[config.mk]
export PLATFORM = sky130hd
export DESIGN_NAME = misr_bist_flat
export DESIGN_NICKNAME = d
export VERILOG_FILES = /design/src/rtl/misr_pkg.sv /design/src/rtl/misr_bist_if.sv /design/src/rtl/misr_core.sv /design/src/rtl/misr_bist.sv /design/src/flat_wrapper.sv
export SDC_FILE = /design/constraint.sdc
export NUM_CORES = 1
export LEC_CHECK = 0
export BUFFER_PORTS_ARGS = -buffer_cell sky130_fd_sc_hd__buf_4
export CAP_MARGIN = 0
export CORE_MARGIN = 4
export CORE_UTILIZATION = 47
export DETAILED_ROUTE_END_ITERATION = 8
export GPL_ROUTABILITY_DRIVEN = 0
export PLACE_DENSITY = 0.89
export SKIP_LAST_GASP = 1
export SYNTH_ARGS = -nofsm -noshare
export SYNTH_HDL_FRONTEND = slang
export SYNTH_SLANG_ARGS = --single-unit
[constraint.sdc]
create_clock -name clk -period 1.9 [get_ports clk]
set_input_delay 0.38 -clock clk [delete_from_list [all_inputs] [get_ports clk]]
set_output_delay 0.38 -clock clk [all_outputs]
set_load 0.02 [all_outputs]
[src/rtl/misr_pkg.sv]
// Shared types and default constants for the MISR BIST block.
package misr_pkg;

   typedef enum logic [1:0] {
      IDLE    = 2'd0,
      COMPACT = 2'd1,
      CHECK   = 2'd2,
      DONE    = 2'd3
   } misr_state_t;

   localparam int                        MISR_DEF_WIDTH = 7;
   // x^7 + x^6 + 1, primitive, so the free-run period is 2^7-1
   localparam logic [MISR_DEF_WIDTH-1:0] MISR_DEF_POLY  = 7'b1100000;
   localparam logic [MISR_DEF_WIDTH-1:0] MISR_DEF_SEED  = 7'd1;

endpackage

[src/rtl/misr_bist_if.sv]
// Control/data bundle between a BIST sequencer (master) and misr_bist (slave).
interface misr_bist_if #(
   parameter int WIDTH = 7,
   parameter int CNT_W = 16
);
   logic             start;
   logic [CNT_W-1:0] len;
   logic [WIDTH-1:0] data_in;
   logic             data_valid;
   logic [WIDTH-1:0] golden;
   logic [WIDTH-1:0] signature;
   logic             busy;
   logic             done;
   logic             pass;
   logic [WIDTH:0]   period;
   logic             period_valid;

   modport master (
      output start, len, data_in, data_valid, golden,
      input  signature, busy, done, pass, period, period_valid
   );

   modport slave (
      input  start, len, data_in, data_valid, golden,
      output signature, busy, done, pass, period, period_valid
   );
endinterface

[src/rtl/misr_core.sv]
// Signature register with the MISR step function; load_seed has priority over enable.
module misr_core
   import misr_pkg::*;
#(
   parameter int               WIDTH = MISR_DEF_WIDTH,
   parameter logic [WIDTH-1:0] POLY  = MISR_DEF_POLY,
   parameter logic [WIDTH-1:0] SEED  = MISR_DEF_SEED
) (
   input  logic             clk,
   input  logic             rst,
   input  logic             load_seed_i,
   input  logic             enable_i,
   input  logic [WIDTH-1:0] in_i,
   output logic [WIDTH-1:0] sig_o
);

   logic [WIDTH-1:0] sig_q, sig_d, step;

   // shift up, parity of tapped bits into bit 0, then fold in the input word
   assign step = {sig_q[WIDTH-2:0], ^(sig_q & POLY)} ^ in_i;

   always_comb begin
      sig_d = sig_q;
      if (load_seed_i)   sig_d = SEED;
      else if (enable_i) sig_d = step;
   end

   always_ff @(posedge clk or negedge rst) begin
      if (!rst) sig_q <= SEED;
      else      sig_q <= sig_d;
   end

   assign sig_o = sig_q;

endmodule

[src/rtl/misr_bist.sv]
// MISR compaction controller: IDLE free-run, COMPACT len words, CHECK vs golden, DONE.
// Optional free-run period monitor enabled by defining MISR_PERIOD_MON_EN.
module misr_bist
   import misr_pkg::*;
#(
   parameter int               WIDTH = MISR_DEF_WIDTH,
   parameter logic [WIDTH-1:0] POLY  = MISR_DEF_POLY,
   parameter logic [WIDTH-1:0] SEED  = MISR_DEF_SEED,
   parameter int               CNT_W = 16
) (
   input logic        clk,
   input logic        rst,
   misr_bist_if.slave bus
);

   misr_state_t      state_q, state_d;
   logic [CNT_W-1:0] cnt_q, cnt_d;
   logic             pass_q, pass_d;
   logic             load_seed, step_en;
   logic [WIDTH-1:0] step_in, sig;

   misr_core #(.WIDTH(WIDTH), .POLY(POLY), .SEED(SEED)) u_core (
      .clk         (clk),
      .rst         (rst),
      .load_seed_i (load_seed),
      .enable_i    (step_en),
      .in_i        (step_in),
      .sig_o       (sig)
   );

   always_comb begin
      state_d   = state_q;
      cnt_d     = cnt_q;
      pass_d    = pass_q;
      load_seed = 1'b0;
      step_en   = 1'b0;
      step_in   = '0;
      case (state_q)
         IDLE, DONE: begin
            if (bus.start) begin
               load_seed = 1'b1;
               cnt_d     = bus.len;
               pass_d    = 1'b0;
               state_d   = (bus.len == '0) ? CHECK : COMPACT;
            end else if (state_q == IDLE) begin
               step_en = 1'b1;
            end
         end
         COMPACT: begin
            if (bus.data_valid) begin
               step_en = 1'b1;
               step_in = bus.data_in;
               cnt_d   = cnt_q - CNT_W'(1);
               if (cnt_q == CNT_W'(1)) state_d = CHECK;
            end
         end
         CHECK: begin
            pass_d  = (sig == bus.golden);
            state_d = DONE;
         end
         default: state_d = IDLE;
      endcase
   end

   always_ff @(posedge clk or negedge rst) begin
      if (!rst) begin
         state_q <= IDLE;
         cnt_q   <= '0;
         pass_q  <= 1'b0;
      end else begin
         state_q <= state_d;
         cnt_q   <= cnt_d;
         pass_q  <= pass_d;
      end
   end

   assign bus.signature = sig;
   assign bus.busy      = (state_q == COMPACT) || (state_q == CHECK);
   assign bus.done      = (state_q == DONE);
   assign bus.pass      = pass_q;

`ifdef MISR_PERIOD_MON_EN
   logic [WIDTH:0]   pcnt_q, period_q;
   logic             pvld_q;
   logic [WIDTH-1:0] idle_next;

   // post-step value of a free-run (zero input) step
   assign idle_next = {sig[WIDTH-2:0], ^(sig & POLY)};

   always_ff @(posedge clk or negedge rst) begin
      if (!rst) begin
         pcnt_q   <= '0;
         period_q <= '0;
         pvld_q   <= 1'b0;
      end else if (state_q == IDLE) begin
         if (bus.start) begin
            pcnt_q <= '0;
            pvld_q <= 1'b0;
         end else if (idle_next == SEED) begin
            period_q <= pcnt_q + 1'b1;
            pvld_q   <= 1'b1;
            pcnt_q   <= '0;
         end else begin
            pcnt_q <= pcnt_q + 1'b1;
         end
      end
   end

   assign bus.period       = period_q;
   assign bus.period_valid = pvld_q;
`else
   assign bus.period       = '0;
   assign bus.period_valid = 1'b0;
`endif

endmodule

[src/flat_wrapper.sv]
// flat-port wrapper written by rule: the top's interface ports become plain ports
module misr_bist_flat import misr_pkg::*;
#(
   parameter int               WIDTH = MISR_DEF_WIDTH,
   parameter logic [WIDTH-1:0] POLY  = MISR_DEF_POLY,
   parameter logic [WIDTH-1:0] SEED  = MISR_DEF_SEED,
   parameter int               CNT_W = 16
)
  (clk, rst, bus_start, bus_len, bus_data_in, bus_data_valid, bus_golden, bus_signature, bus_busy, bus_done, bus_pass, bus_period, bus_period_valid);
  misr_bist_if #(.WIDTH(WIDTH), .CNT_W(CNT_W)) bus_i ();
  input logic clk;
  input logic rst;
  input wire logic [$bits(bus_i.start)-1:0] bus_start;
  input wire logic [$bits(bus_i.len)-1:0] bus_len;
  input wire logic [$bits(bus_i.data_in)-1:0] bus_data_in;
  input wire logic [$bits(bus_i.data_valid)-1:0] bus_data_valid;
  input wire logic [$bits(bus_i.golden)-1:0] bus_golden;
  output wire logic [$bits(bus_i.signature)-1:0] bus_signature;
  output wire logic [$bits(bus_i.busy)-1:0] bus_busy;
  output wire logic [$bits(bus_i.done)-1:0] bus_done;
  output wire logic [$bits(bus_i.pass)-1:0] bus_pass;
  output wire logic [$bits(bus_i.period)-1:0] bus_period;
  output wire logic [$bits(bus_i.period_valid)-1:0] bus_period_valid;
  assign bus_i.start = bus_start;
  assign bus_i.len = bus_len;
  assign bus_i.data_in = bus_data_in;
  assign bus_i.data_valid = bus_data_valid;
  assign bus_i.golden = bus_golden;
  assign bus_signature = bus_i.signature;
  assign bus_busy = bus_i.busy;
  assign bus_done = bus_i.done;
  assign bus_pass = bus_i.pass;
  assign bus_period = bus_i.period;
  assign bus_period_valid = bus_i.period_valid;
  misr_bist #(.WIDTH(WIDTH), .POLY(POLY), .SEED(SEED), .CNT_W(CNT_W)) u_core (.clk(clk), .rst(rst), .bus(bus_i));
endmodule
## Word level (Yosys, flattened, before mapping)

Index checks and enable logic that the tools add are counted.

| operators by class | value |
|---|---|
| multiplexer cells | 20 |
| eq/ne operators | 8 |
| add/subtract/negate cells | 1 |
| reduce and logical (&&, ||, !) cells | 11 |
| bitwise gates (word level) | 1 |

Operators by type and width:

| kind | number |
|---|---|
| 16-bit 2-to-1 mux | 2 |
| 16-bit one-hot mux with 2 select lines | 1 |
| 7-bit 2-to-1 mux | 4 |
| 16-bit by 1-bit equality test with 1-bit output (second input constant) | 1 |
| 16-bit zero test | 1 |
| 16-bit by 1-bit subtractor with 16-bit output (second input constant) | 1 |
| 2-bit 2-to-1 mux | 4 |
| 7-bit equality test | 1 |
| 7-bit parity | 1 |
| 7-bit bitwise XOR | 1 |
| 1-bit 2-to-1 mux | 6 |
| 2-bit one-hot mux with 3 select lines | 1 |
| 3-bit AND reduction | 2 |
| 2-bit nonzero test | 3 |
| 2-bit equality test (second input constant) | 2 |
| 2-bit inequality test (second input constant) | 2 |
| 1-bit one-hot mux with 2 select lines | 2 |
| 2-bit by 1-bit equality test with 1-bit output (second input constant) | 1 |
| 2-bit zero test | 1 |
| 2-bit by 1-bit inequality test with 1-bit output (second input constant) | 1 |
| 2-bit AND reduction | 1 |
| 2-bit OR reduction | 1 |
| 1-bit logical OR | 1 |

| word-level totals | value |
|---|---|
| bits of input ports | 34 |
| output and inout port bits | 19 |
| word-level logic and storage cells | 45 |
| flip-flop bits (word level) | 26 |

## Longest topological paths before layout

Gate-level depths: netlist of the first run.

| depth | value |
|---|---|
| depth after elaboration | 6 |
| gate-level depth with buffers | 8 |
| depth with buffers taken out | 7 |

## Hierarchy

From an unflattened synthesis of the first run, not the netlist that was laid out.

| unflattened totals | value |
|---|---|
| cell total of the unflattened synthesis | 206 |
| area total of the unflattened synthesis | 1806.7 µm² |

Modules (own cells, without submodules):

| module | cells each | sequential area each (µm²) | times used | area an instance (µm²) |
|---|---|---|---|---|
| misr_bist | 177 | 475.5 | 1 | 1466.4 |
| misr_core | 29 | 176.4 | 1 | 340.3 |

## Worst setup path before layout of the first run

Ideal clock, no wire load.

| timing | value |
|---|---|
| path kind | reg2reg |
| start | register u_core.state_q[1] |
| end | register u_core.cnt_q[15] |
| path slack | -0.223 ns |
| clock period less this slack | 2.123 ns |
| arrival time | 1.986 ns |
| path buffers | 1 |
| stages on the path, launching flop included | 9 |
| cell sequence | dfrtp_1 -> inv_1 -> ha_1 -> nor2_1 -> nor3_1 -> clkbuf_1 -> nand4_1 -> nand2_1 -> a21oi_1 |

| between the ends | value |
|---|---|
| cells in the longest elaborated chain, start to end | 4 |

Ends and longest elaborated chain:

| element | RTL line | RTL |
|---|---|---|
| start, declared | misr_bist.sv:16 | `misr_state_t state_q, state_d;` |
| start signal, assigned | misr_bist.sv:71 | `state_q <= state_d;` |
| 2-bit equality test or 2-bit zero test (tied branches) | misr_bist.sv:38 | `case (state_q)` |
| 2-bit OR reduction | misr_bist.sv:38 |  |
| 2-bit inequality test (no source line) or 2-bit nonzero test (tied branches) | -- |  |
| 3-bit AND reduction (no source line) | -- |  |
| end signal, assigned | misr_bist.sv:72 | `cnt_q <= cnt_d;` |
| end, declared | misr_bist.sv:17 | `logic [CNT_W-1:0] cnt_q, cnt_d;` |

Several ways; a longest one is shown, not always the timed one.
A chain may end at the register's enable or synchronous reset.

## Worst setup path in the final report of the first run

| timing | value |
|---|---|
| start | register u_core.cnt_q[10] |
| end | register u_core.state_q[0] |

| between the ends | value |
|---|---|
| cells in the longest elaborated chain, start to end | 3 |

Ends and longest elaborated chain:

| element | RTL line | RTL |
|---|---|---|
| 16-bit by 1-bit equality test with 1-bit output | misr_bist.sv:54 | `if (cnt_q == CNT_W'(1)) state_d = CHECK;` |
| 2-bit by 1-bit inequality test with 1-bit output (no source line) | -- |  |
| 3-bit AND reduction (no source line) | -- |  |

No other way between the ends.

==> qor.yml, run 1 <==
port_buffers: 43
synth_ff_type: "dfrtp_1"
worst-endpoint-required_ns: 2.05
place_area_um2: 2240
postSynthCellCount: 211
postCtsSetupBuffers: 0
dp_hpwl_um: 3400
max_stage_delay_ns: 0.55
die_w_um: 69.7
synth_cell_type_count: 36
cts_hold_buffers: 0
finClkSkew_ns: 0.00296
yosysTopAreaCell: "dfrtp_1"
fmax_mhz: 548
ir_drop_mv: 0.728
cp_max_fo: 4
drt-initial-drc-count: 102
gr-total-overflow: 0
rows: 22
arrival_ns: 1.98
fp.dieArea_um2: 4860
num_vias: 1752
cts_resized: 0
die_h_um: 69.7
max_cap_violations: 0
startpoint_type: "register"
crit_path_cell_trace: "or4_4, nor3_1, a31oi_1, nor3b_1, a21oi_1"
syn2layout_area_growth_pct: 30.4
clock-root-buffer: "clkbuf_8"
setup_violations: 0
clock-sinks: 26
p_total_mw: 3.96
whs_ns: -0.00458
worstSetupEndpointType: "register"
r2r_setup_slack_ns: 0.07
wl_per_cell_um: 14.2
antenna_left: 0
via_per_inst: 5.58
hold_violations: 11
grt_max_degree: 27
finalCriticalPeriod_ns: 1.83
antenna_cells: 0
ys_async_sr_fraction_pct: 100
yosys_warnings: 0
grt_antenna_before_repair: 0
coreArea_um2: 3660
final-max-slew-violation-count: 0
ys_ff_latch: 26
ios: 53
yosys-top-cells-area: "dfrtp_1 (35%), xor2_1 (6.4%), o21ai_0 (5.0%), nand2_1 (5.0%), ha_1 (4.9%)"
post-route-util_pct: 63.7
power_leakage_nw: 1.05
htree_levels: 1
netlist.area_leader.share_pct: 35.0
grt_usage_pct: 19.1
grt_pass1_vias: 1674
grt_pass1_wl_um: 7580
clock_latency_ns: 0.27
cts_buffers: 3
routed_wl_um: 4460
outcome: "finished, violations left"
clkTransAtPathRegs_ns: 0.09
critPathKind: "register to register"
avgSynthCellArea_um2: 8.48
final_cell_area_um2: 2330
layout-drive-gt1-share_pct: 30.1
power_density_nw_per_um2: 1700
start_util_pct: 48.9
synth_area_um2: 1790
path_buf_inv: 0
yosysSeqAreaShare_pct: 36.4
route.detailed.drc: 0
violations: "negative hold slack"
cts_tree: "done"
synth_edf_count: 0
cp_top_family: "simple AND/OR/NAND/NOR gates"
drtPass1Iterations: 4
min_period_over_period_pct: 96.1
netlist_top_cells_count: "dfrtp_1 (25), nand2_1 (24), o21ai_0 (18), a21oi_1 (14), xor2_1 (13)"
hp-class: "input port to asynchronous set/reset pin"
critPathSlowestCell: "or4_4"
clk_path_buf_depth: 2
num-nets-final: 308
synth.most_common_cell: "dfrtp_1"
metal layers:
metal  up-vias  GRT usage, %  part of all wire (%)
met1       831          25.0                    41
li1        855             -                     -
met2        59          32.1                    52
met5         -             0                     0
met3         7          2.61                   5.6
met4         0          7.23                   1.5
placed cells by master (no fill, tap or decap), types with 2 or more instances in the layout:
cell type and n:
mux2i_1 2, nor3b_1 2, nor2_1 9, dfrtp_1 24
nor2b_1 4, buf_6 2, nand4_1 2, nor4_1 7
clkbuf_8 4, o22a_1 2, ha_1 6, nand2b_1 2
conb_1 9, or3_1 2, and2_1 2, xnor2_1 2
a41oi_1 2, nor3_1 4, or4_4 3, o22ai_1 11
nand2_1 24, a2bb2oi_1 3, or3_4 2, o21ai_0 18
buf_4 59, xor2_1 13, inv_1 6, nand3_1 9
a31oi_1 3, a21oi_1 14
final cells by class:
cell class | instances | area (um^2)
Fill cell | 295 | 1330
Clock buffer | 4 | 55.1
Tap cell | 48 | 60.1
Multi-Input combinational cell | 169 | 1080
Timing Repair Buffer | 61 | 465
Inverter | 6 | 22.5
Sequential cell | 26 | 653
flip-flops by register name (all words and copies together), names as in the netlist:
signal / cells
u_core.bus.pass: 1
u_core.u_core.sig_o: 7
u_core.cnt_q: 16
u_core.state_q: 2
where the power goes:
part / internal [mW] / leakage, nW / switching (mW)
clock: 0.185 / 0.0288 / 0.171
sequential: 0.840 / 0.311 / 0.315
combinational: 1.12 / 0.708 / 1.32
total: 2.15 / 1.05 / 1.81
worst paths after layout:
path,depth (start not counted),from,endpoint
max in group asynchronous,1,rst,u_core.u_core.sig_o[0]$_DFFE_PN1P_
max,5,u_core.cnt_q[10]$_DFFE_PN0P_,u_core.state_q[0]$_DFFE_PN0P_
min reg2reg,2,u_core.bus.pass$_DFFE_PN0P_,u_core.bus.pass$_DFFE_PN0P_
min in group clk,3,bus_len[6],u_core.cnt_q[6]$_DFFE_PN0P_
max reg2reg,5,u_core.cnt_q[10]$_DFFE_PN0P_,u_core.state_q[0]$_DFFE_PN0P_
min,1,rst,u_core.cnt_q[13]$_DFFE_PN0P_
cells by family (layout without fill, tap and decap cells):
family                     Yosys count  count (layout)  synth area share [%]
muxes                                2               2                  1.12
AOI/OAI and AO/OA                   58              58                  19.5
buffers and inverters               24              71                  6.92
and+or+nand+nor                     78              78                  23.6
DFF                                 26              26                  36.4
other                                1               9                 0.210
adders and majority gates            7               7                  4.89
xor gates and xnor gates            15              15                  7.34
metrics by stage:
step | cells | setup WS, ns | TNS [ns]
final | 314 | 0.0746 | 0
after global routing | 314 | -0.0100 | -0.0251
after CTS | 314 | 0.0497 | 0
after detailed placement | 310 | 0.0452 | 0
after global placement | 310 | 0.133 | 0
after floorplan | 219 | 0.0222 | 0
Note: power is estimated with default switching activity, not from simulation.
==> run 2, diff against run 1 <==
--- a/config.mk
+++ b/config.mk
@@ -12,6 +12,7 @@
 export DETAILED_ROUTE_END_ITERATION = 8
 export GPL_ROUTABILITY_DRIVEN = 0
 export PLACE_DENSITY = 0.89
+export REMOVE_ABC_BUFFERS = 1
 export SKIP_LAST_GASP = 1
 export SYNTH_ARGS = -nofsm -noshare
 export SYNTH_HDL_FRONTEND = slang
==> qor.yml, run 2 (same netlist as run 1, synthesis figures left out) <==
p_int_mw: 2.20  # +2.3%
sequentialPowerShare_pct: 28.2  # -1.0 points
dp_hpwl_um: 3600  # +5.8%
setup_violations: 0  # unchanged
clock_latency_ns: 0.27  # about the same
r2r_start: "u_core.cnt_q[10]$_DFFE_PN0P_"
min_period_over_period_pct: 96.9  # +0.85 points
port_buffers: 43  # unchanged
grt_usage_pct: 19.3  # +0.13 points
ios: 53  # unchanged
cp_max_fo: 3  # -1
layout-drive-gt1-share_pct: 32.0  # +1.9 points
final_cell_mix: "buf_4 (63), nand2_1 (24), dfrtp_1 (24), o21ai_0 (18), a21oi_1 (14)"
clk_path_buf_depth: 2  # unchanged
gr-total-overflow: 0  # unchanged
final_cell_area_um2: 2370  # +1.4%
power_leakage_nw: 1.06  # +1.6%
routed_wl_um: 4770  # +7.0%
critPathKind: "register to register"
via_per_inst: 5.49  # -1.6%
route.detailed.drc: 0  # unchanged
grt_antenna_before_repair: 0  # unchanged
htree_levels: 1  # unchanged
worstSetupEndpointType: "register"
grt_max_degree: 27  # unchanged
arrival_ns: 2.04  # +0.06 ns
syn2layout_area_growth_pct: 32.3
violations: "negative hold slack"
largest_register_ffs: 16  # unchanged
fmax_mhz: 543  # -0.88%
grt_setup_unrepaired: "true"
reg2reg_depth: 4  # -1
coreArea_um2: 3660  # unchanged
rr_endpoint: "u_core.cnt_q[12]$_DFFE_PN0P_"
switching_share_pct: 45.8  # +0.14 points
pre_cts_slack_ns: -0.0139  # -0.0592 ns
rows: 22  # unchanged
mostFrequentLayoutCell: "buf_4"
finalCriticalPeriod_ns: 1.84  # +0.0162 ns
power_switching_mw: 1.86  # +2.9%
clock-sinks: 26  # unchanged
max_cap_violations: 0  # unchanged
final-max-slew-violation-count: 0  # unchanged
p_total_mw: 4.06  # +2.6%
worst-endpoint-required_ns: 2.10  # +0.05 ns
finClkSkew_ns: 0.00194  # -0.00102 ns
hold_violations: 6  # -5
die_h_um: 69.7  # unchanged
grt_pass1_vias: 1652  # -1.3%
layout_setup_ws_ns: 0.0584  # -0.0162 ns
outcome: "finished, violations left"
place_area_um2: 2240  # -0.11%
pwr-share-clk_pct: 9.1  # about the same
multi_input_area_um2: 1090  # +1.4%
hp-class: "input port to asynchronous set/reset pin"
power_density_nw_per_um2: 1720  # +1.1%
r2r_setup_slack_ns: 0.06  # -0.02 ns
num_vias: 1740  # -0.68%
drt-initial-drc-count: 98  # -3.9%
grt_pass1_wl_um: 7780  # +2.6%
cts_tree: "done"
wl_per_cell_um: 15.1  # +6.0%
seq_area_um2: 653  # unchanged
ir_drop_mv: 1.11  # +52%
fp.dieArea_um2: 4860  # unchanged
whs_ns: -0.00734  # -0.00276 ns
clock-root-buffer: "clkbuf_8"
startpoint_type: "register"
start_util_pct: 48.9  # unchanged
num-nets-final: 311  # +0.97%
cts_buffers: 3  # unchanged
die_w_um: 69.7  # unchanged
top_register: "u_core.cnt_q"
fill_cells: 308  # +4.4%
antenna_cells: 0  # unchanged
drtPass1Iterations: 4  # unchanged
antenna_left: 0  # unchanged
clkTransAtPathRegs_ns: 0.09  # about the same
pwr-share-comb_pct: 62.7  # +0.9 points
[run 2: what timing repair did]
| action | 4_1_cts | 5_1_grt |
|---|---|---|
| hold buffers | 0 | 0 |
| pin swaps | 0 | 2 |
| setup buffers | 0 | 3 |
| resized for setup | 2 | 10 |
| setup endpoints to repair | 2 | 16 |
[run 2: metal layers]
layer / track usage (%) / up-vias / routed length, um
met4: 5.32 / 0 / 46
met1: 26.0 / 828 / 2060
met2: 32.5 / 50 / 2400
met3: 2.17 / 6 / 265
li1: - / 856 / -
met5: 0 / - / 0
[run 2: how the worst max path moves through the flow]
stage / cells after the start / startpoint / slack [ns] / endpoint
CTS: 8 / u_core.state_q[0]$_DFFE_PN0P_ / 0.02 / u_core.state_q[0]$_DFFE_PN0P_
detailed placement: 5 / u_core.cnt_q[10]$_DFFE_PN0P_ / -0.01 / u_core.state_q[0]$_DFFE_PN0P_
global placement: 7 / u_core.state_q[0]$_DFFE_PN0P_ / 0.07 / u_core.cnt_q[14]$_DFFE_PN0P_
finish: 4 / u_core.cnt_q[10]$_DFFE_PN0P_ / 0.06 / u_core.cnt_q[12]$_DFFE_PN0P_
floorplan: 7 / u_core.state_q[1]$_DFFE_PN0P_ / -0.94 / u_core.cnt_q[9]$_DFFE_PN0P_
global route: 8 / u_core.state_q[0]$_DFFE_PN0P_ / -0.06 / u_core.state_q[0]$_DFFE_PN0P_
[run 2: worst max-delay path: stages, from the launching register on]
cell	delay [ns]
dfrtp_1	0.40
or4_4	0.56
or4_4	0.51
a21oi_2	0.14
a2bb2oi_1	0.16
[run 2: final cells by class]
cell class	instances	area share [%]
Inverter	6	0.951
Clock buffer	4	2.33
Tap cell	48	2.54
Sequential cell	26	27.6
Timing Repair Buffer	64	20.5
Multi-Input combinational cell	169	46.1
[run 2: per-stage QoR]
stage	TNS (ns)	instances	util [%]
floorplan	-12.73	201	-
global placement	0	310	61.2
detailed placement	-0.0139	310	61.2
CTS	0	314	63.0
global route	-0.153	317	64.7
finish	0	317	64.7
[run 2: power groups by stage]
stage          combinational (mW)  sequential [mW]  clock, mW
3_5_place_dp                 2.38             1.13          0
6_report                     2.55             1.14      0.370
3_3_place_gp                 2.30             1.12          0
4_1_cts                      2.41             1.12      0.375
2_1_floorplan                1.42             1.18          0
5_1_grt                      2.82             1.18      0.401
